[src/rtl/ir_scan_ctrl.sv]
// IR guardrail/line sensor scan controller: strobes the emitter, samples after settle, debounces across scans.
// Optional sticky guardrail flag enabled by defining IR_GUARD_LATCH_EN.
module ir_scan_ctrl #(
    parameter int FAST_SIM   = 1,
    parameter int SETTLE_CYC = 256,
    parameter int OFF_CYC    = 4096
) (
    input  logic clk,
    input  logic rst,
    input  logic en,
    input  logic lftIR_n,
    input  logic rghtIR_n,
    input  logic cntrIR_n,
    input  logic clr_guard,
    output logic IR_en,
    output logic lftIR,
    output logic rghtIR,
    output logic cntrIR,
    output logic scan_done,
    output logic guard_hit
);
    localparam int DIV        = (FAST_SIM != 0) ? 16 : 1;
    localparam int SETTLE_EFF = SETTLE_CYC / DIV;
    localparam int OFF_EFF    = OFF_CYC / DIV;
    localparam int MAX_EFF    = (SETTLE_EFF > OFF_EFF) ? SETTLE_EFF : OFF_EFF;
    localparam int CNT_W      = (MAX_EFF > 1) ? $clog2(MAX_EFF) : 1;
    localparam logic [CNT_W-1:0] SETTLE_LAST = CNT_W'(SETTLE_EFF - 1);
    localparam logic [CNT_W-1:0] OFF_LAST    = CNT_W'(OFF_EFF - 1);

    typedef enum logic [1:0] {IDLE, ON, OFF} state_t;

    state_t           state_q;
    logic [CNT_W-1:0] cnt_q, cnt_d;
    logic             ir_en_q, done_q, cpulse_q;
    // Channel bit order: [0]=left, [1]=right, [2]=centre
    logic [2:0]       sync1_q, sync2_q, samp;
    logic [2:0]       lvl_q, lvl_d, hist_q, agree;
    logic             cpulse_d;

    always_ff @(posedge clk) begin
        if (rst) begin
            sync1_q <= 3'b111;
            sync2_q <= 3'b111;
        end else begin
            sync1_q <= {cntrIR_n, rghtIR_n, lftIR_n};
            sync2_q <= sync1_q;
        end
    end

    assign samp = ~sync2_q;

    // A level only moves when two consecutive captures agree.
    always_comb begin
        cnt_d    = cnt_q + 1'b1;
        agree    = ~(samp ^ hist_q);
        lvl_d    = (agree & samp) | (~agree & lvl_q);
        cpulse_d = lvl_d[2] & ~lvl_q[2];
    end

    always_ff @(posedge clk) begin
        if (rst) begin
            state_q  <= IDLE;
            cnt_q    <= '0;
            ir_en_q  <= 1'b0;
            done_q   <= 1'b0;
            cpulse_q <= 1'b0;
            lvl_q    <= '0;
            hist_q   <= '0;
        end else begin
            done_q   <= 1'b0;
            cpulse_q <= 1'b0;
            unique case (state_q)
                IDLE: begin
                    if (en) begin
                        state_q <= ON;
                        cnt_q   <= '0;
                        ir_en_q <= 1'b1;
                    end
                end
                ON, OFF: begin
                    if (!en) begin
                        state_q <= IDLE;
                        cnt_q   <= '0;
                        ir_en_q <= 1'b0;
                        lvl_q   <= '0;
                        hist_q  <= '0;
                    end else if (state_q == ON) begin
                        if (cnt_q == SETTLE_LAST) begin
                            state_q  <= OFF;
                            cnt_q    <= '0;
                            ir_en_q  <= 1'b0;
                            done_q   <= 1'b1;
                            cpulse_q <= cpulse_d;
                            lvl_q    <= lvl_d;
                            hist_q   <= samp;
                        end else begin
                            cnt_q <= cnt_d;
                        end
                    end else begin
                        if (cnt_q == OFF_LAST) begin
                            state_q <= ON;
                            cnt_q   <= '0;
                            ir_en_q <= 1'b1;
                        end else begin
                            cnt_q <= cnt_d;
                        end
                    end
                end
                default: begin
                    state_q <= IDLE;
                    cnt_q   <= '0;
                    ir_en_q <= 1'b0;
                end
            endcase
        end
    end

`ifdef IR_GUARD_LATCH_EN
    logic guard_q;
    // Set has priority over clear; en dropping does not touch the flag.
    always_ff @(posedge clk) begin
        if (rst)
            guard_q <= 1'b0;
        else if (lvl_q[0] | lvl_q[1])
            guard_q <= 1'b1;
        else if (clr_guard)
            guard_q <= 1'b0;
    end
    assign guard_hit = guard_q;
`else
    logic unused_clr_guard;
    assign unused_clr_guard = clr_guard;
    assign guard_hit = 1'b0;
`endif

    assign IR_en     = ir_en_q;
    assign lftIR     = lvl_q[0];
    assign rghtIR    = lvl_q[1];
    assign cntrIR    = cpulse_q;
    assign scan_done = done_q;
endmodule

[config.mk]
export PLATFORM = sky130hd
export DESIGN_NAME = ir_scan_ctrl
export DESIGN_NICKNAME = d
export VERILOG_FILES = /design/src/rtl/ir_scan_ctrl.sv
export SDC_FILE = /design/constraint.sdc
export NUM_CORES = 1
export LEC_CHECK = 0
export BUFFER_PORTS_ARGS = -buffer_cell sky130_fd_sc_hd__buf_2
export CAP_MARGIN = 5
export CORE_MARGIN = 3
export CORE_UTILIZATION = 56
export DETAILED_ROUTE_END_ITERATION = 10
export GPL_ROUTABILITY_DRIVEN = 0
export PLACE_DENSITY_LB_ADDON = 0.08
export SYNTH_ARGS = -nofsm -noshare
export SYNTH_HDL_FRONTEND = slang
export SYNTH_SLANG_ARGS = --single-unit
[constraint.sdc]
create_clock -name clk -period 2.6 [get_ports clk]
set_input_delay 0.26 -clock clk [delete_from_list [all_inputs] [get_ports clk]]
set_output_delay 0.26 -clock clk [all_outputs]
set_load 0.005 [all_outputs]
Word-level counts from Yosys, hierarchy flattened
Cells that the tools add are included.
- add/sub/neg operators: 1
- multiply operators: 0
- divide/modulo/power cells: 0
- $lt $le $gt $ge: 0
- equal/unequal tests: 9
- shift-type cells: 0
- muxes and demuxes: 25
- bitwise gates (word level): 13
- reduce and logical (&&, ||, !) cells: 6
- operators by type and width (kind ; count):
    $mux 8 ; 5
    $mux 3 ; 6
    $pmux 8 s2 ; 1
    $mux 2 ; 5
    $not 3->3 ; 3
    $add 8x1->8 const B ; 1
    $eq 8x4->1 const B ; 1
    $eq 8x8->1 const B ; 1
    $ne 4x4->1 const B ; 2
    $and 3x3->3 ; 2
    $mux 1 ; 6
    $reduce_and 3->1 ; 2
    $not 1->1 ; 5
    $reduce_or 5->1 ; 1
    $ne 2x1->1 const B ; 2
    $pmux 2 s2 ; 1
    $reduce_or 4->1 ; 1
    $or 3x3->3 ; 1
    $xor 3x3->3 ; 1
    $eq 2x1->1 const B ; 1
    $eq 2x2->1 const B ; 1
    $logic_not 2->1 ; 1
    $ne 2x2->1 const B ; 1
    $pmux 1 s2 ; 1
    other kinds (2) ; 2
- flip-flop bits (word level): 25
- latch bits: 0
- bits in writable memories: 0
- memory bits (read-only): 0
- input port bits: 7
- output and inout port bits: 6
- word-level logic and storage cells: 63
- memories: 0

Depth between registers and ports, before layout
Gate-level depths: netlist of run 1.
- depth after elaboration: 9
- mapped depth: 7
- depth with buffers taken out: 6

Least setup slack after synthesis of run 1
OpenSTA, ideal clock, no wires.
- path kind: reg-to-reg
- start point: register IR_en (netlist name)
- end point: register hist_q[0]
- setup time: 0.070 ns
- arrival: 1.951 ns
- required time: 2.530 ns
- slack: 0.579 ns
- cell stages (with the launch flop): 6
- buffers on the path: 0
- clock period less this slack: 2.021 ns
- cells stage by stage: dfxtp_1 > ha_1 > or4b_4 > or4_4 > or2_0 > o2bb2ai_1
- RTL lines (item ; RTL line ; RTL):
    end signal, assigned ; 95 ; hist_q <= samp;
    end, declared ; 37 ; logic [2:0] lvl_q, lvl_d, hist_q, agree;

==> report_table.html, run 1 <==
<table>
<tr><th>Metric</th><th>Value</th></tr>
<tr><th colspan="2">Outcome</th></tr>
<tr><td>Status</td><td>finished, final reports clean</td></tr>
<tr><th colspan="2">CTS</th></tr>
<tr><td>TritonCTS Sinks</td><td>24</td></tr>
<tr><td>Maximum buffer depth of the clock tree</td><td>2</td></tr>
<tr><td>Root buffer selected by CTS</td><td>sky130_fd_sc_hd__clkbuf_4</td></tr>
<tr><td>Number of buffers created by CTS</td><td>3</td></tr>
<tr><td>TritonCTS clock tree</td><td>done</td></tr>
<tr><td>Clock insertion delay at the later pin of the skew report</td><td>0.32 ns</td></tr>
<tr><td>Count of H-tree levels built during CTS</td><td>1</td></tr>
<tr><td>Clock input transition at the sequential cells of the worst setup and hold paths</td><td>0.13 ns</td></tr>
<tr><td>Number of gates resized after CTS</td><td>0</td></tr>
<tr><td>CTS Hold Buffers Added</td><td>0</td></tr>
<tr><td>Post CTS Setup Buffer Count</td><td>0</td></tr>
<tr><th colspan="2">Power</th></tr>
<tr><td>Largest vdd supply drop</td><td>476 uV</td></tr>
<tr><td>Sw Pwr</td><td>282 uW</td></tr>
<tr><td>Power Internal</td><td>642 uW</td></tr>
<tr><td>Fraction of power consumed by sequential logic</td><td>44.3%</td></tr>
<tr><td>PwrDens</td><td>730 nW/um^2</td></tr>
<tr><td>Switching fraction of total power</td><td>30.5%</td></tr>
<tr><td>Leak Pwr</td><td>0.000507 uW</td></tr>
<tr><td>Clock network power share</td><td>29.1%</td></tr>
<tr><td>Combinational fraction of design power</td><td>26.6%</td></tr>
<tr><th colspan="2">Final layout</th></tr>
<tr><td>Total area of multi-input combinational cells</td><td>633 um^2</td></tr>
<tr><td>Non-Filler Instances</td><td>163</td></tr>
<tr><td>Number of nets in the layout</td><td>151</td></tr>
<tr><td>Number of diodes</td><td>0</td></tr>
<tr><td>Share of post-route cells with drive strength above 1</td><td>18.1%</td></tr>
<tr><td>Register Area</td><td>480 um^2</td></tr>
<tr><td>Layout overhead on the synthesized area</td><td>7.20%</td></tr>
<tr><td>Fillers</td><td>147</td></tr>
<tr><th colspan="2">Placed design</th></tr>
<tr><td>Post-place setup slack</td><td>0.443 ns</td></tr>
<tr><td>IO buf count</td><td>10</td></tr>
<tr><td>Number of cells after detailed placement</td><td>159</td></tr>
<tr><td>Estimated wirelength of the detail-placed design</td><td>1540 um</td></tr>
<tr><th colspan="2">Floorplan</th></tr>
<tr><td>Die width</td><td>51.9 um</td></tr>
<tr><td>Core area</td><td>1860 um^2</td></tr>
<tr><td>Initial cell density of the core</td><td>63.6%</td></tr>
<tr><td>I/O pin count</td><td>13</td></tr>
<tr><td>Die Span Y</td><td>51.9 um</td></tr>
<tr><td>Die Area</td><td>2700 um^2</td></tr>
<tr><td>Number of rows in the core area</td><td>15</td></tr>
<tr><th colspan="2">Synthesis</th></tr>
<tr><td>Share of the synthesized area in the top cell type</td><td>40.7%</td></tr>
<tr><td>Fraction of the mapped netlist area in compound gates</td><td>21.1%</td></tr>
<tr><td>Post-synthesis instance area</td><td>1180 um^2</td></tr>
<tr><td>Area share of fa/ha/maj cells after synthesis</td><td>6.14%</td></tr>
<tr><td>Syn nets</td><td>145</td></tr>
<tr><td>Count of different cell masters after synthesis</td><td>47</td></tr>
<tr><td>Top cells by area, synth</td><td>sky130_fd_sc_hd__dfxtp_1 (41%), sky130_fd_sc_hd__ha_1 (5.3%), sky130_fd_sc_hd__nand2_1 (4.1%)</td></tr>
<tr><td>Dominant combinational cell family by area after synthesis</td><td>simple AND/OR/NAND/NOR gates</td></tr>
<tr><td>Number of synthesized flops with an enable pin</td><td>0</td></tr>
<tr><td>Biggest area consumer among synthesized cells</td><td>sky130_fd_sc_hd__dfxtp_1</td></tr>
<tr><td>Synthesis warning total</td><td>0</td></tr>
<tr><td>Multiplexer area fraction after synthesis</td><td>1.80%</td></tr>
<tr><td>Xor and xnor area share after synthesis</td><td>0%</td></tr>
<tr><td>Ranking of synthesized cells by instance count</td><td>sky130_fd_sc_hd__dfxtp_1 (24), sky130_fd_sc_hd__nand2_1 (13), sky130_fd_sc_hd__nor3_1 (8)</td></tr>
<tr><td>Count leader, synth</td><td>sky130_fd_sc_hd__dfxtp_1</td></tr>
<tr><td>Number of register bits inferred by synthesis</td><td>24</td></tr>
<tr><td>Primary FF master, synth</td><td>sky130_fd_sc_hd__dfxtp_1</td></tr>
<tr><td>Part of the Yosys area used for sequential elements</td><td>40.7%</td></tr>
<tr><td>Simple-Gate Fraction of Synth Area</td><td>24.3%</td></tr>
<tr><td>Syn Inst Count</td><td>133</td></tr>
<tr><td>Fraction of registers with async set/reset</td><td>0%</td></tr>
<tr><td>Mean Syn Cell Area</td><td>8.88 um^2</td></tr>
<tr><th colspan="2">Setup path</th></tr>
<tr><td>Worst Path Class, Setup</td><td>reg2reg</td></tr>
<tr><td>Critical Path Stages</td><td>5</td></tr>
<tr><td>Crit end category</td><td>flop</td></tr>
<tr><td>Peak fanout along the critical path</td><td>6</td></tr>
<tr><td>Worst path arrival time</td><td>2.47 ns</td></tr>
<tr><td>Startpoint type of the worst setup path</td><td>flop</td></tr>
<tr><td>Delay of the slowest critical-path stage</td><td>0.54 ns</td></tr>
<tr><td>Cells along the critical path</td><td>ha_1 -&gt; or4b_4 -&gt; or4_4 -&gt; or2_0 -&gt; o2bb2ai_1</td></tr>
<tr><td>Critical path data required time</td><td>2.86 ns</td></tr>
<tr><td>Worst r2r path cells</td><td>5</td></tr>
<tr><td>Bufs and invs on worst path</td><td>0</td></tr>
<tr><td>Slowest CP cell</td><td>sky130_fd_sc_hd__or4_4</td></tr>
<tr><td>Cell type group with the largest total delay on the critical path</td><td>simple AND/OR/NAND/NOR gates</td></tr>
<tr><th colspan="2">Drt</th></tr>
<tr><td>Vias after detailed routing</td><td>970</td></tr>
<tr><td>Final routed DRC violation total</td><td>0</td></tr>
<tr><td>DRT antenna net count</td><td>0</td></tr>
<tr><td>Routed wire length</td><td>2220 um</td></tr>
<tr><td>Detailed-routing iteration count for the pre-antenna-repair pass</td><td>4</td></tr>
<tr><td>Number of vias per cell after detailed routing</td><td>5.95</td></tr>
<tr><td>Number of DRC markers after the initial detailed-route iteration</td><td>33</td></tr>
<tr><td>Average wire per standard cell</td><td>13.6 um</td></tr>
<tr><th colspan="2">Job</th></tr>
<tr><td>Max Cap Violations</td><td>0</td></tr>
<tr><th colspan="2">STA</th></tr>
<tr><td>Peak clock frequency supported by timing</td><td>0.452 GHz</td></tr>
<tr><td>Shortest period the worst path allows</td><td>2.21 ns</td></tr>
<tr><td>Setup repair after global routing missed its margin</td><td>no</td></tr>
<tr><td>Final-report max-slew violation count</td><td>0</td></tr>
<tr><td>Clock skew after layout</td><td>0.00683 ns</td></tr>
<tr><td>Total setup violations reported at the end of the flow</td><td>0</td></tr>
<tr><td>WHS</td><td>0.109 ns</td></tr>
<tr><td>Final count of hold timing violations</td><td>0</td></tr>
<tr><td>Setup TNS</td><td>0 ns</td></tr>
<tr><td>Period utilization</td><td>85.0%</td></tr>
<tr><td>Minimum setup slack in the final design</td><td>0.390 ns</td></tr>
<tr><th colspan="2">Global routing</th></tr>
<tr><td>Largest net degree at the start of global routing</td><td>26</td></tr>
<tr><td>Global-route wire length before repair</td><td>3830 um</td></tr>
<tr><td>Remaining Overflow, GRT</td><td>0</td></tr>
<tr><td>Initial antenna violation count</td><td>0</td></tr>
<tr><td>Overall routing resource usage</td><td>18.9%</td></tr>
<tr><td>Vias in the first global route</td><td>878</td></tr>
<tr><th colspan="2">Min path</th></tr>
<tr><td>Class of the tightest hold or removal check</td><td>in2reg</td></tr>
<tr><td>Worst hold path stage count</td><td>2</td></tr>
</table>
[state kept, by name, indices dropped and copies added, names as in the netlist]
register	cells
sync2_q	3
cntrIR	1
hist_q	3
sync1_q	3
IR_en	1
state_q	1
lvl_q	3
scan_done	1
cnt_q	8
[layout make-up]
class | count | area share, %
clock buffers | 3 | 1.78
clock inverters | 1 | 2.37
inverters | 3 | 0.889
multi-input cells | 96 | 50.0
flip-flops and latches | 24 | 37.9
well taps | 25 | 2.47
repair buffers | 11 | 4.55
[per-stage QoR]
stage               area (um^2)  utilization (%)  total power [uW]
finish                     1270             68.1               924
global route               1270             68.1               979
CTS                        1270             68.1               931
detailed placement         1210             65.3               658
global placement           1210             65.3               650
floorplan                  1180                -               606
[metal layers]
metal,up-vias,part of all wire [%],wire length (um),GRT usage (%)
li1,488,-,-,-
met3,4,7.4,164,2.58
met4,0,1.1,24,8.73
met1,434,46,1030,24.7
met2,44,45,1010,30.3
met5,-,0,0,0
[power by group through the flow]
stage	logic (uW)	clock network, uW	registers [uW]
final	246	269	409
after global routing	278	288	413
after CTS	243	279	409
after detailed placement	241	0	417
after global placement	236	0	414
after floorplan	193	0	413
[cell usage in the layout, fill, tap and decap left out, drive strengths merged, types with 2 or more instances in the layout]
master and count:
o21a 2, inv 3, ha 5, nand2b 3
o211ai 2, or2 7, buf 11, nor3 8
o21bai 2, nor2 7, clkbuf 3, o2bb2ai 2
nand2 13, a211o 2, o21ai 5, o221ai 2
a21oi 6, nand3 2, and3b 3, dfxtp 24
[final timing paths]
path                                  from          to  slack, ns
worst max register to register       IR_en   hist_q[1]       0.39
worst min-delay path              rghtIR_n  sync1_q[1]       0.11
worst min register to register  sync1_q[2]  sync2_q[2]       0.42
worst max-delay path                 IR_en   hist_q[1]       0.39
[cell families after synthesis]
family,after synthesis
and+or+nand+nor,52
other,1
buffers and inverters,13
AOI/OAI and AO/OA,35
muxes,2
DFF,24
adders and majority gates,6
No activity file was read; power rests on OpenSTA's default activity.
==> run 2: changes to the inputs <==
==> constraint.sdc (replaced) <==
create_clock -name clk -period 2.3 [get_ports clk]
set_input_delay 0.23 -clock clk [delete_from_list [all_inputs] [get_ports clk]]
set_output_delay 0.23 -clock clk [all_outputs]
set_load 0.005 [all_outputs]
==> run 2 against run 1 <==
Net effect:
- utilization is 0.81 points lower
- global-route usage grew 1.4 points
- setup slack worse by 0.27 ns
- worst hold slack lost 0.019 ns
- count of clock-buffer cells in the layout rose by 1
- design area shrank 1.2%
- sequential power increased by 14%
- combinational power rose by 14%
- largest cell class unchanged
==> report_table.html, run 2 (same netlist as run 1, synthesis figures left out) <==
<table>
<tr><th>Metric</th><th>Value</th></tr>
<tr><th colspan="2">Outcome</th></tr>
<tr><td>Status</td><td>finished, final reports clean</td></tr>
<tr><th colspan="2">CTS</th></tr>
<tr><td>Maximum buffer depth of the clock tree</td><td>2 (unchanged)</td></tr>
<tr><td>CTS Hold Buffers Added</td><td>0 (unchanged)</td></tr>
<tr><td>TritonCTS clock tree</td><td>done</td></tr>
<tr><td>Clock insertion delay at the later pin of the skew report</td><td>0.31 ns (about the same)</td></tr>
<tr><td>Count of H-tree levels built during CTS</td><td>1 (unchanged)</td></tr>
<tr><td>TritonCTS Sinks</td><td>24 (unchanged)</td></tr>
<tr><td>Root buffer selected by CTS</td><td>sky130_fd_sc_hd__clkbuf_4</td></tr>
<tr><td>Number of buffers created by CTS</td><td>3 (unchanged)</td></tr>
<tr><td>Clock input transition at the sequential cells of the worst setup and hold paths</td><td>0.12 ns (about the same)</td></tr>
<tr><th colspan="2">Setup path</th></tr>
<tr><td>Worst Path Class, Setup</td><td>reg2reg</td></tr>
<tr><td>Startpoint type of the worst setup path</td><td>flop</td></tr>
<tr><td>Cells along the critical path</td><td>inv_1 -&gt; ha_1 -&gt; or4b_4 -&gt; or4_4 -&gt; or2_0 -&gt; o2bb2ai_1</td></tr>
<tr><td>Worst R2R Setup Slack</td><td>0.12 ns (-0.27 ns)</td></tr>
<tr><td>Worst path arrival time</td><td>2.43 ns (-0.04 ns)</td></tr>
<tr><td>Crit end category</td><td>flop</td></tr>
<tr><td>Delay of the slowest critical-path stage</td><td>0.54 ns (about the same)</td></tr>
<tr><td>Launch instance of the worst register-to-register path</td><td>state_q[1]</td></tr>
<tr><td>Peak fanout along the critical path</td><td>5 (-1)</td></tr>
<tr><td>Critical path origin</td><td>state_q[1]</td></tr>
<tr><td>Slowest CP cell</td><td>sky130_fd_sc_hd__or4_4</td></tr>
<tr><td>Critical path data required time</td><td>2.55 ns (-0.31 ns)</td></tr>
<tr><th colspan="2">Drt</th></tr>
<tr><td>Average wire per standard cell</td><td>14.0 um (+3.0%)</td></tr>
<tr><td>Number of vias per cell after detailed routing</td><td>6.01 (+1.0%)</td></tr>
<tr><td>Vias after detailed routing</td><td>980 (+1.0%)</td></tr>
<tr><td>Detailed-routing iteration count for the pre-antenna-repair pass</td><td>4 (unchanged)</td></tr>
<tr><td>DRT antenna net count</td><td>0 (unchanged)</td></tr>
<tr><td>Number of DRC markers after the initial detailed-route iteration</td><td>38 (+15%)</td></tr>
<tr><td>Final routed DRC violation total</td><td>0 (unchanged)</td></tr>
<tr><td>Routed wire length</td><td>2290 um (+3.0%)</td></tr>
<tr><th colspan="2">Floorplan</th></tr>
<tr><td>Die width</td><td>51.9 um (unchanged)</td></tr>
<tr><td>Die Span Y</td><td>51.9 um (unchanged)</td></tr>
<tr><td>I/O pin count</td><td>13 (unchanged)</td></tr>
<tr><td>Die Area</td><td>2700 um^2 (unchanged)</td></tr>
<tr><td>Core area</td><td>1860 um^2 (unchanged)</td></tr>
<tr><td>Initial cell density of the core</td><td>63.6% (unchanged)</td></tr>
<tr><td>Number of rows in the core area</td><td>15 (unchanged)</td></tr>
<tr><th colspan="2">Global routing</th></tr>
<tr><td>Vias in the first global route</td><td>986 (+12%)</td></tr>
<tr><td>Global-route wire length before repair</td><td>4150 um (+8.3%)</td></tr>
<tr><td>Largest net degree at the start of global routing</td><td>26 (unchanged)</td></tr>
<tr><td>Initial antenna violation count</td><td>0 (unchanged)</td></tr>
<tr><td>Remaining Overflow, GRT</td><td>0 (unchanged)</td></tr>
<tr><td>Overall routing resource usage</td><td>20.3% (+1.4 points)</td></tr>
<tr><th colspan="2">Placed design</th></tr>
<tr><td>Estimated wirelength of the detail-placed design</td><td>1610 um (+4.5%)</td></tr>
<tr><td>Post-place setup slack</td><td>0.115 ns (-0.328 ns)</td></tr>
<tr><td>IO buf count</td><td>10 (unchanged)</td></tr>
<tr><td>Cell area after placement</td><td>1210 um^2 (unchanged)</td></tr>
<tr><th colspan="2">Power</th></tr>
<tr><td>PwrDens</td><td>769 nW/um^2 (+5.4%)</td></tr>
<tr><td>Sw Pwr</td><td>314 uW (+11%)</td></tr>
<tr><td>Leak Pwr</td><td>0.000500 uW (-1.3%)</td></tr>
<tr><td>Sum of internal, switching and leakage power</td><td>962 uW (+4.2%)</td></tr>
<tr><td>Power Internal</td><td>649 uW (+1.1%)</td></tr>
<tr><td>Clock network power share</td><td>22.5% (-6.6 points)</td></tr>
<tr><td>Largest vdd supply drop</td><td>513 uV (+7.8%)</td></tr>
<tr><td>Combinational fraction of design power</td><td>29.1% (+2.5 points)</td></tr>
<tr><td>Fraction of power consumed by sequential logic</td><td>48.4% (+4.1 points)</td></tr>
<tr><td>Switching fraction of total power</td><td>32.6% (+2.1 points)</td></tr>
<tr><th colspan="2">STA</th></tr>
<tr><td>Final count of hold timing violations</td><td>0 (unchanged)</td></tr>
<tr><td>Minimum setup slack in the final design</td><td>0.124 ns (-0.266 ns)</td></tr>
<tr><td>Peak clock frequency supported by timing</td><td>0.460 GHz (+1.6%)</td></tr>
<tr><td>Total setup violations reported at the end of the flow</td><td>0 (unchanged)</td></tr>
<tr><td>Actual slew at the worst max-slew pin</td><td>0.517 ns</td></tr>
<tr><td>Shortest period the worst path allows</td><td>2.18 ns (-0.0341 ns)</td></tr>
<tr><td>Setup TNS</td><td>0 ns (unchanged)</td></tr>
<tr><td>Clock skew after layout</td><td>0.00117 ns (-0.00566 ns)</td></tr>
<tr><td>Setup repair after global routing missed its margin</td><td>no</td></tr>
<tr><td>Max_slew headroom</td><td>65.5%</td></tr>
<tr><td>Final-report max-slew violation count</td><td>0 (unchanged)</td></tr>
<tr><td>Period utilization</td><td>94.6% (+9.6 points)</td></tr>
<tr><th colspan="2">Final layout</th></tr>
<tr><td>Most frequent standard cell in the layout excluding fill and tap cells</td><td>sky130_fd_sc_hd__dfxtp_1</td></tr>
<tr><td>Top library cells by usage in the layout, fill and taps aside</td><td>sky130_fd_sc_hd__dfxtp_1 (23), sky130_fd_sc_hd__nand2_1 (13), sky130_fd_sc_hd__buf_2 (10), sky130_fd_sc_hd__nor3_1 (8), sky130_fd_sc_hd__nor2_1 (7)</td></tr>
<tr><td>Register with the highest flop count</td><td>cnt_q</td></tr>
<tr><td>Layout Cell Area excl Fill</td><td>1250 um^2 (-1.2%)</td></tr>
<tr><td>Layout overhead on the synthesized area</td><td>5.93%</td></tr>
<tr><td>Number of nets in the layout</td><td>151 (unchanged)</td></tr>
<tr><td>Share of post-route cells with drive strength above 1</td><td>18.8% (+0.72 points)</td></tr>
<tr><td>Max reg flops</td><td>8 (unchanged)</td></tr>
<tr><td>Number of diodes</td><td>0 (unchanged)</td></tr>
<tr><th colspan="2">Min path</th></tr>
<tr><td>Class of the tightest hold or removal check</td><td>in2reg</td></tr>
<tr><td>Startpoint of the tightest hold check path</td><td>cntrIR_n</td></tr>
<tr><th colspan="2">Job</th></tr>
<tr><td>Max Cap Violations</td><td>0 (unchanged)</td></tr>
</table>
## run 2: cell count changes in the layout (fill, tap and decap cells not counted)
cell	previous run	this run
sky130_fd_sc_hd__bufinv_16	1	0
sky130_fd_sc_hd__clkbuf_8	0	1
sky130_fd_sc_hd__dfxtp_1	24	23
sky130_fd_sc_hd__dfxtp_2	0	1
## run 2: per-stage QoR
step | util, % | hold slack (ns) | instances
detailed placement | 65.3 | 0.395 | 159
global placement | 65.3 | 0.392 | 159
finish | 67.3 | 0.0901 | 163
CTS | 67.3 | 0.0806 | 163
floorplan | - | 0.334 | 133
global route | 67.3 | 0.0778 | 163
## run 2: power groups by stage
| stage | registers (uW) | clock network [uW] | logic [uW] |
|---|---|---|---|
| CTS | 463 | 226 | 277 |
| global placement | 468 | 0 | 267 |
| detailed placement | 473 | 0 | 276 |
| finish | 466 | 216 | 280 |
| global route | 469 | 245 | 312 |
| floorplan | 467 | 0 | 218 |
## run 2: worst paths after layout
| kind | cells past startpoint | end |
|---|---|---|
| worst min-delay path | 2 | sync1_q[2] |
| worst max register to register | 6 | hist_q[1] |
| worst max-delay path | 6 | hist_q[1] |
| worst min register to register | 1 | sync2_q[2] |
## run 2: layer usage
| metal | track usage [%] | routed length [um] |
|---|---|---|
| met1 | 27.0 | 1060 |
| met2 | 31.6 | 1080 |
| met3 | 2.58 | 114 |
| met4 | 10.9 | 28 |
| met5 | 0 | 0 |
## run 2: final cells by class
class / instances / area [um^2]
tap: 25 / 31.3
sequential: 24 / 482
inverter: 3 / 11.3
clock buffer: 4 / 36.3
timing repair buffer: 11 / 57.6
fill: 164 / 607
multi-input combinational: 96 / 633
## run 2: timing repair
action | 4_1_cts | 5_1_grt
gates resized for setup | 0 | 1
setup endpoints to repair | 0 | 2
setup buffers | 0 | 0
## run 2: critical path, delay by kind of cell (launching register included)
kind	cells	cell delay, ns
flip-flops	1	0.35
buffers and inverters	1	0.11
AO/OA/AOI/OAI	1	0.15
adder cells (fa/ha/maj)	1	0.23
AND/OR/NAND/NOR	3	1.29
==> run 3: changes to the inputs <==
--- a/config.mk
+++ b/config.mk
@@ -7,7 +7,7 @@
 export LEC_CHECK = 0
 export BUFFER_PORTS_ARGS = -buffer_cell sky130_fd_sc_hd__buf_2
 export CAP_MARGIN = 5
-export CORE_MARGIN = 3
+export CORE_MARGIN = 5
 export CORE_UTILIZATION = 56
 export DETAILED_ROUTE_END_ITERATION = 10
 export GPL_ROUTABILITY_DRIVEN = 0
==> constraint.sdc (replaced) <==
create_clock -name clk -period 2.3 [get_ports clk]
set_input_delay 0.115 -clock clk [delete_from_list [all_inputs] [get_ports clk]]
set_output_delay 0.115 -clock clk [all_outputs]
set_load 0.005 [all_outputs]
==> run 3 against run 2 <==
Net effect:
- non-clock buffer count increased by 3
- utilization decreased by 1.7 points
- power grew 9.0%
- register-to-register slack improved by 0.02 ns
- largest power group unchanged
- clock power grew 42%
- critical path type unchanged
- setup slack improved by 0.016 ns
- sequential power about the same
- design area is 3.9% higher
- global-route usage decreased by 4.3 points
- critical path depth is the same
==> report_table.html, run 3 (same netlist as run 1, synthesis figures left out) <==
<table>
<tr><th>Metric</th><th>Value</th></tr>
<tr><th colspan="2">Drt</th></tr>
<tr><td>Number of DRC markers after the initial detailed-route iteration</td><td>20 (-47%)</td></tr>
<tr><td>Vias after detailed routing</td><td>982 (+0.20%)</td></tr>
<tr><td>Number of vias per cell after detailed routing</td><td>5.85 (-2.8%)</td></tr>
<tr><td>Routed wire length</td><td>2260 um (-1.1%)</td></tr>
<tr><td>Final routed DRC violation total</td><td>0 (unchanged)</td></tr>
<tr><td>DRT antenna net count</td><td>0 (unchanged)</td></tr>
<tr><td>Average wire per standard cell</td><td>13.5 um (-4.0%)</td></tr>
<tr><td>Detailed-routing iteration count for the pre-antenna-repair pass</td><td>4 (unchanged)</td></tr>
<tr><th colspan="2">Global routing</th></tr>
<tr><td>Global-route wire length before repair</td><td>4140 um (-0.14%)</td></tr>
<tr><td>Vias in the first global route</td><td>911 (-7.6%)</td></tr>
<tr><td>Overall routing resource usage</td><td>15.9% (-4.3 points)</td></tr>
<tr><td>Largest net degree at the start of global routing</td><td>26 (unchanged)</td></tr>
<tr><td>Remaining Overflow, GRT</td><td>0 (unchanged)</td></tr>
<tr><td>Initial antenna violation count</td><td>0 (unchanged)</td></tr>
<tr><th colspan="2">CTS</th></tr>
<tr><td>Number of buffers created by CTS</td><td>3 (unchanged)</td></tr>
<tr><td>Maximum buffer depth of the clock tree</td><td>2 (unchanged)</td></tr>
<tr><td>Count of H-tree levels built during CTS</td><td>1 (unchanged)</td></tr>
<tr><td>Root buffer selected by CTS</td><td>sky130_fd_sc_hd__clkbuf_4</td></tr>
<tr><td>TritonCTS Sinks</td><td>24 (unchanged)</td></tr>
<tr><td>Post CTS Setup Buffer Count</td><td>0 (unchanged)</td></tr>
<tr><td>Clock input transition at the sequential cells of the worst setup and hold paths</td><td>0.13 ns (about the same)</td></tr>
<tr><td>Clock insertion delay at the later pin of the skew report</td><td>0.32 ns (about the same)</td></tr>
<tr><td>TritonCTS clock tree</td><td>done</td></tr>
<tr><th colspan="2">Outcome</th></tr>
<tr><td>Status</td><td>finished, final reports clean</td></tr>
<tr><th colspan="2">Min path</th></tr>
<tr><td>Worst hold path stage count</td><td>3 (+1)</td></tr>
<tr><td>Worst Hold Path EP</td><td>scan_done</td></tr>
<tr><td>Class of the tightest hold or removal check</td><td>in2reg</td></tr>
<tr><td>Startpoint of the tightest hold check path</td><td>en</td></tr>
<tr><th colspan="2">STA</th></tr>
<tr><td>Clock skew after layout</td><td>0.00322 ns (+0.00205 ns)</td></tr>
<tr><td>Setup TNS</td><td>0 ns (unchanged)</td></tr>
<tr><td>Final count of hold timing violations</td><td>0 (unchanged)</td></tr>
<tr><td>Total setup violations reported at the end of the flow</td><td>0 (unchanged)</td></tr>
<tr><td>Peak clock frequency supported by timing</td><td>0.463 GHz (+0.75%)</td></tr>
<tr><td>Setup repair after global routing missed its margin</td><td>no</td></tr>
<tr><td>Period utilization</td><td>93.9% (-0.71 points)</td></tr>
<tr><td>Shortest period the worst path allows</td><td>2.16 ns (-0.0163 ns)</td></tr>
<tr><td>Final-report max-slew violation count</td><td>0 (unchanged)</td></tr>
<tr><th colspan="2">Setup path</th></tr>
<tr><td>Critical path data required time</td><td>2.58 ns (+0.03 ns)</td></tr>
<tr><td>Worst Path Class, Setup</td><td>reg2reg</td></tr>
<tr><td>Worst r2r path cells</td><td>6 (unchanged)</td></tr>
<tr><td>Delay of the slowest critical-path stage</td><td>0.53 ns (about the same)</td></tr>
<tr><td>Worst path arrival time</td><td>2.43 ns (about the same)</td></tr>
<tr><td>Crit Reg-Reg Endpoint</td><td>cntrIR</td></tr>
<tr><td>Cells along the critical path</td><td>inv_1 -&gt; ha_1 -&gt; or4b_4 -&gt; or4_4 -&gt; nor3_1 -&gt; and3b_1</td></tr>
<tr><td>Launch instance of the worst register-to-register path</td><td>state_q[1]</td></tr>
<tr><td>Cell type group with the largest total delay on the critical path</td><td>simple AND/OR/NAND/NOR gates</td></tr>
<tr><td>Peak fanout along the critical path</td><td>5 (unchanged)</td></tr>
<tr><td>Slowest CP cell</td><td>sky130_fd_sc_hd__or4_4</td></tr>
<tr><td>Worst R2R Setup Slack</td><td>0.14 ns (+0.02 ns)</td></tr>
<tr><td>Crit end category</td><td>flop</td></tr>
<tr><td>Bufs and invs on worst path</td><td>1 (unchanged)</td></tr>
<tr><td>Startpoint type of the worst setup path</td><td>flop</td></tr>
<tr><th colspan="2">Final layout</th></tr>
<tr><td>Top library cells by usage in the layout, fill and taps aside</td><td>sky130_fd_sc_hd__dfxtp_1 (23), sky130_fd_sc_hd__nand2_1 (13), sky130_fd_sc_hd__buf_2 (10), sky130_fd_sc_hd__nor3_1 (8), sky130_fd_sc_hd__nor2_1 (7)</td></tr>
<tr><td>Number of nets in the layout</td><td>154 (+2.0%)</td></tr>
<tr><td>Register with the highest flop count</td><td>cnt_q</td></tr>
<tr><td>Final Util</td><td>65.6% (-1.7 points)</td></tr>
<tr><td>Layout overhead on the synthesized area</td><td>10.1%</td></tr>
<tr><td>Most frequent standard cell in the layout excluding fill and tap cells</td><td>sky130_fd_sc_hd__dfxtp_1</td></tr>
<tr><td>Share of post-route cells with drive strength above 1</td><td>18.4% (-0.40 points)</td></tr>
<tr><td>Number of diodes</td><td>0 (unchanged)</td></tr>
<tr><td>Max reg flops</td><td>8 (unchanged)</td></tr>
<tr><th colspan="2">Floorplan</th></tr>
<tr><td>Number of rows in the core area</td><td>16 (+1)</td></tr>
<tr><td>Die Span Y</td><td>55.9 um (+7.7%)</td></tr>
<tr><td>Die width</td><td>55.9 um (+7.7%)</td></tr>
<tr><td>I/O pin count</td><td>13 (unchanged)</td></tr>
<tr><td>Initial cell density of the core</td><td>59.6% (-4.0 points)</td></tr>
<tr><td>Core area</td><td>1980 um^2 (+6.7%)</td></tr>
<tr><td>Die Area</td><td>3130 um^2 (+16%)</td></tr>
<tr><th colspan="2">Placed design</th></tr>
<tr><td>IO buf count</td><td>10 (unchanged)</td></tr>
<tr><td>Estimated wirelength of the detail-placed design</td><td>1550 um (-3.5%)</td></tr>
<tr><th colspan="2">Power</th></tr>
<tr><td>PwrDens</td><td>807 nW/um^2 (+4.9%)</td></tr>
<tr><td>Leak Pwr</td><td>0.000519 uW (+3.9%)</td></tr>
<tr><td>Largest vdd supply drop</td><td>614 uV (+20%)</td></tr>
<tr><th colspan="2">Job</th></tr>
<tr><td>Max Cap Violations</td><td>0 (unchanged)</td></tr>
</table>
==> run 3: changes by cell type in the layout (fill, tap and decap cells not counted) <==
cell,before,now
sky130_fd_sc_hd__dlygate4sd3_1,0,3
sky130_fd_sc_hd__bufinv_16,0,1
sky130_fd_sc_hd__clkbuf_8,1,0
==> run 3: worst max path at each step <==
stage / slack, ns / depth (start not counted) / from / endpoint
finish: 0.14 / 6 / state_q[1] / cntrIR
global route: 0.007 / 6 / state_q[1] / cntrIR
CTS: 0.13 / 5 / IR_en / cntrIR
detailed placement: 0.17 / 5 / IR_en / cntrIR
global placement: 0.22 / 5 / IR_en / hist_q[0]
floorplan: 0.28 / 5 / IR_en / hist_q[0]
==> run 3: worst reg2reg max path: cells and delay by family (launching register included) <==
family                   cells  cell delay, ns
flip-flops                   1            0.35
buffers and inverters        1            0.11
AND/OR/NAND/NOR              4            1.45
adder cells (fa/ha/maj)      1            0.22
==> run 3: area by class of cell <==
cell class / count / area [um^2]
clock buffers: 3 / 22.5
clock inverters: 1 / 30.0
flip-flops and latches: 24 / 482
fillers: 172 / 682
inverters: 3 / 11.3
well taps: 27 / 33.8
multi-input cells: 96 / 633
repair buffers: 14 / 87.6
==> run 3: timing repair <==
| action | 4_1_cts | 5_1_grt |
|---|---|---|
| hold endpoints to repair | 3 | 0 |
| gates resized for setup | 0 | 1 |
| endpoints found under the setup margin | 0 | 3 |
| hold buffers | 3 | 0 |
==> run 3: through the flow <==
stage | hold WS (ns) | instance area (um^2) | setup WS, ns | total power, uW | std cells
detailed placement | 0.300 | 1220 | 0.167 | 741 | 161
CTS | 0.140 | 1300 | 0.129 | 1050 | 168
global placement | 0.297 | 1220 | 0.220 | 735 | 161
floorplan | 0.219 | 1180 | 0.279 | 685 | 133
global route | 0.158 | 1300 | 0.00723 | 1120 | 168
finish | 0.148 | 1300 | 0.140 | 1050 | 168
==> run 3: power by group <==
part | switching [uW] | leakage, uW | internal, uW
Combinational | 165 | 0.000296 | 115
Clock | 130 | 0.0000279 | 176
Sequential | 22.7 | 0.000195 | 440
==> run 3: layer usage <==
layer	GRT usage, %	wire length (um)	vias to the layer above
met5	0	0	-
met4	6.10	29	0
met3	2.09	102	5
met2	24.8	1010	28
met1	22.2	1120	451
li1	-	-	498
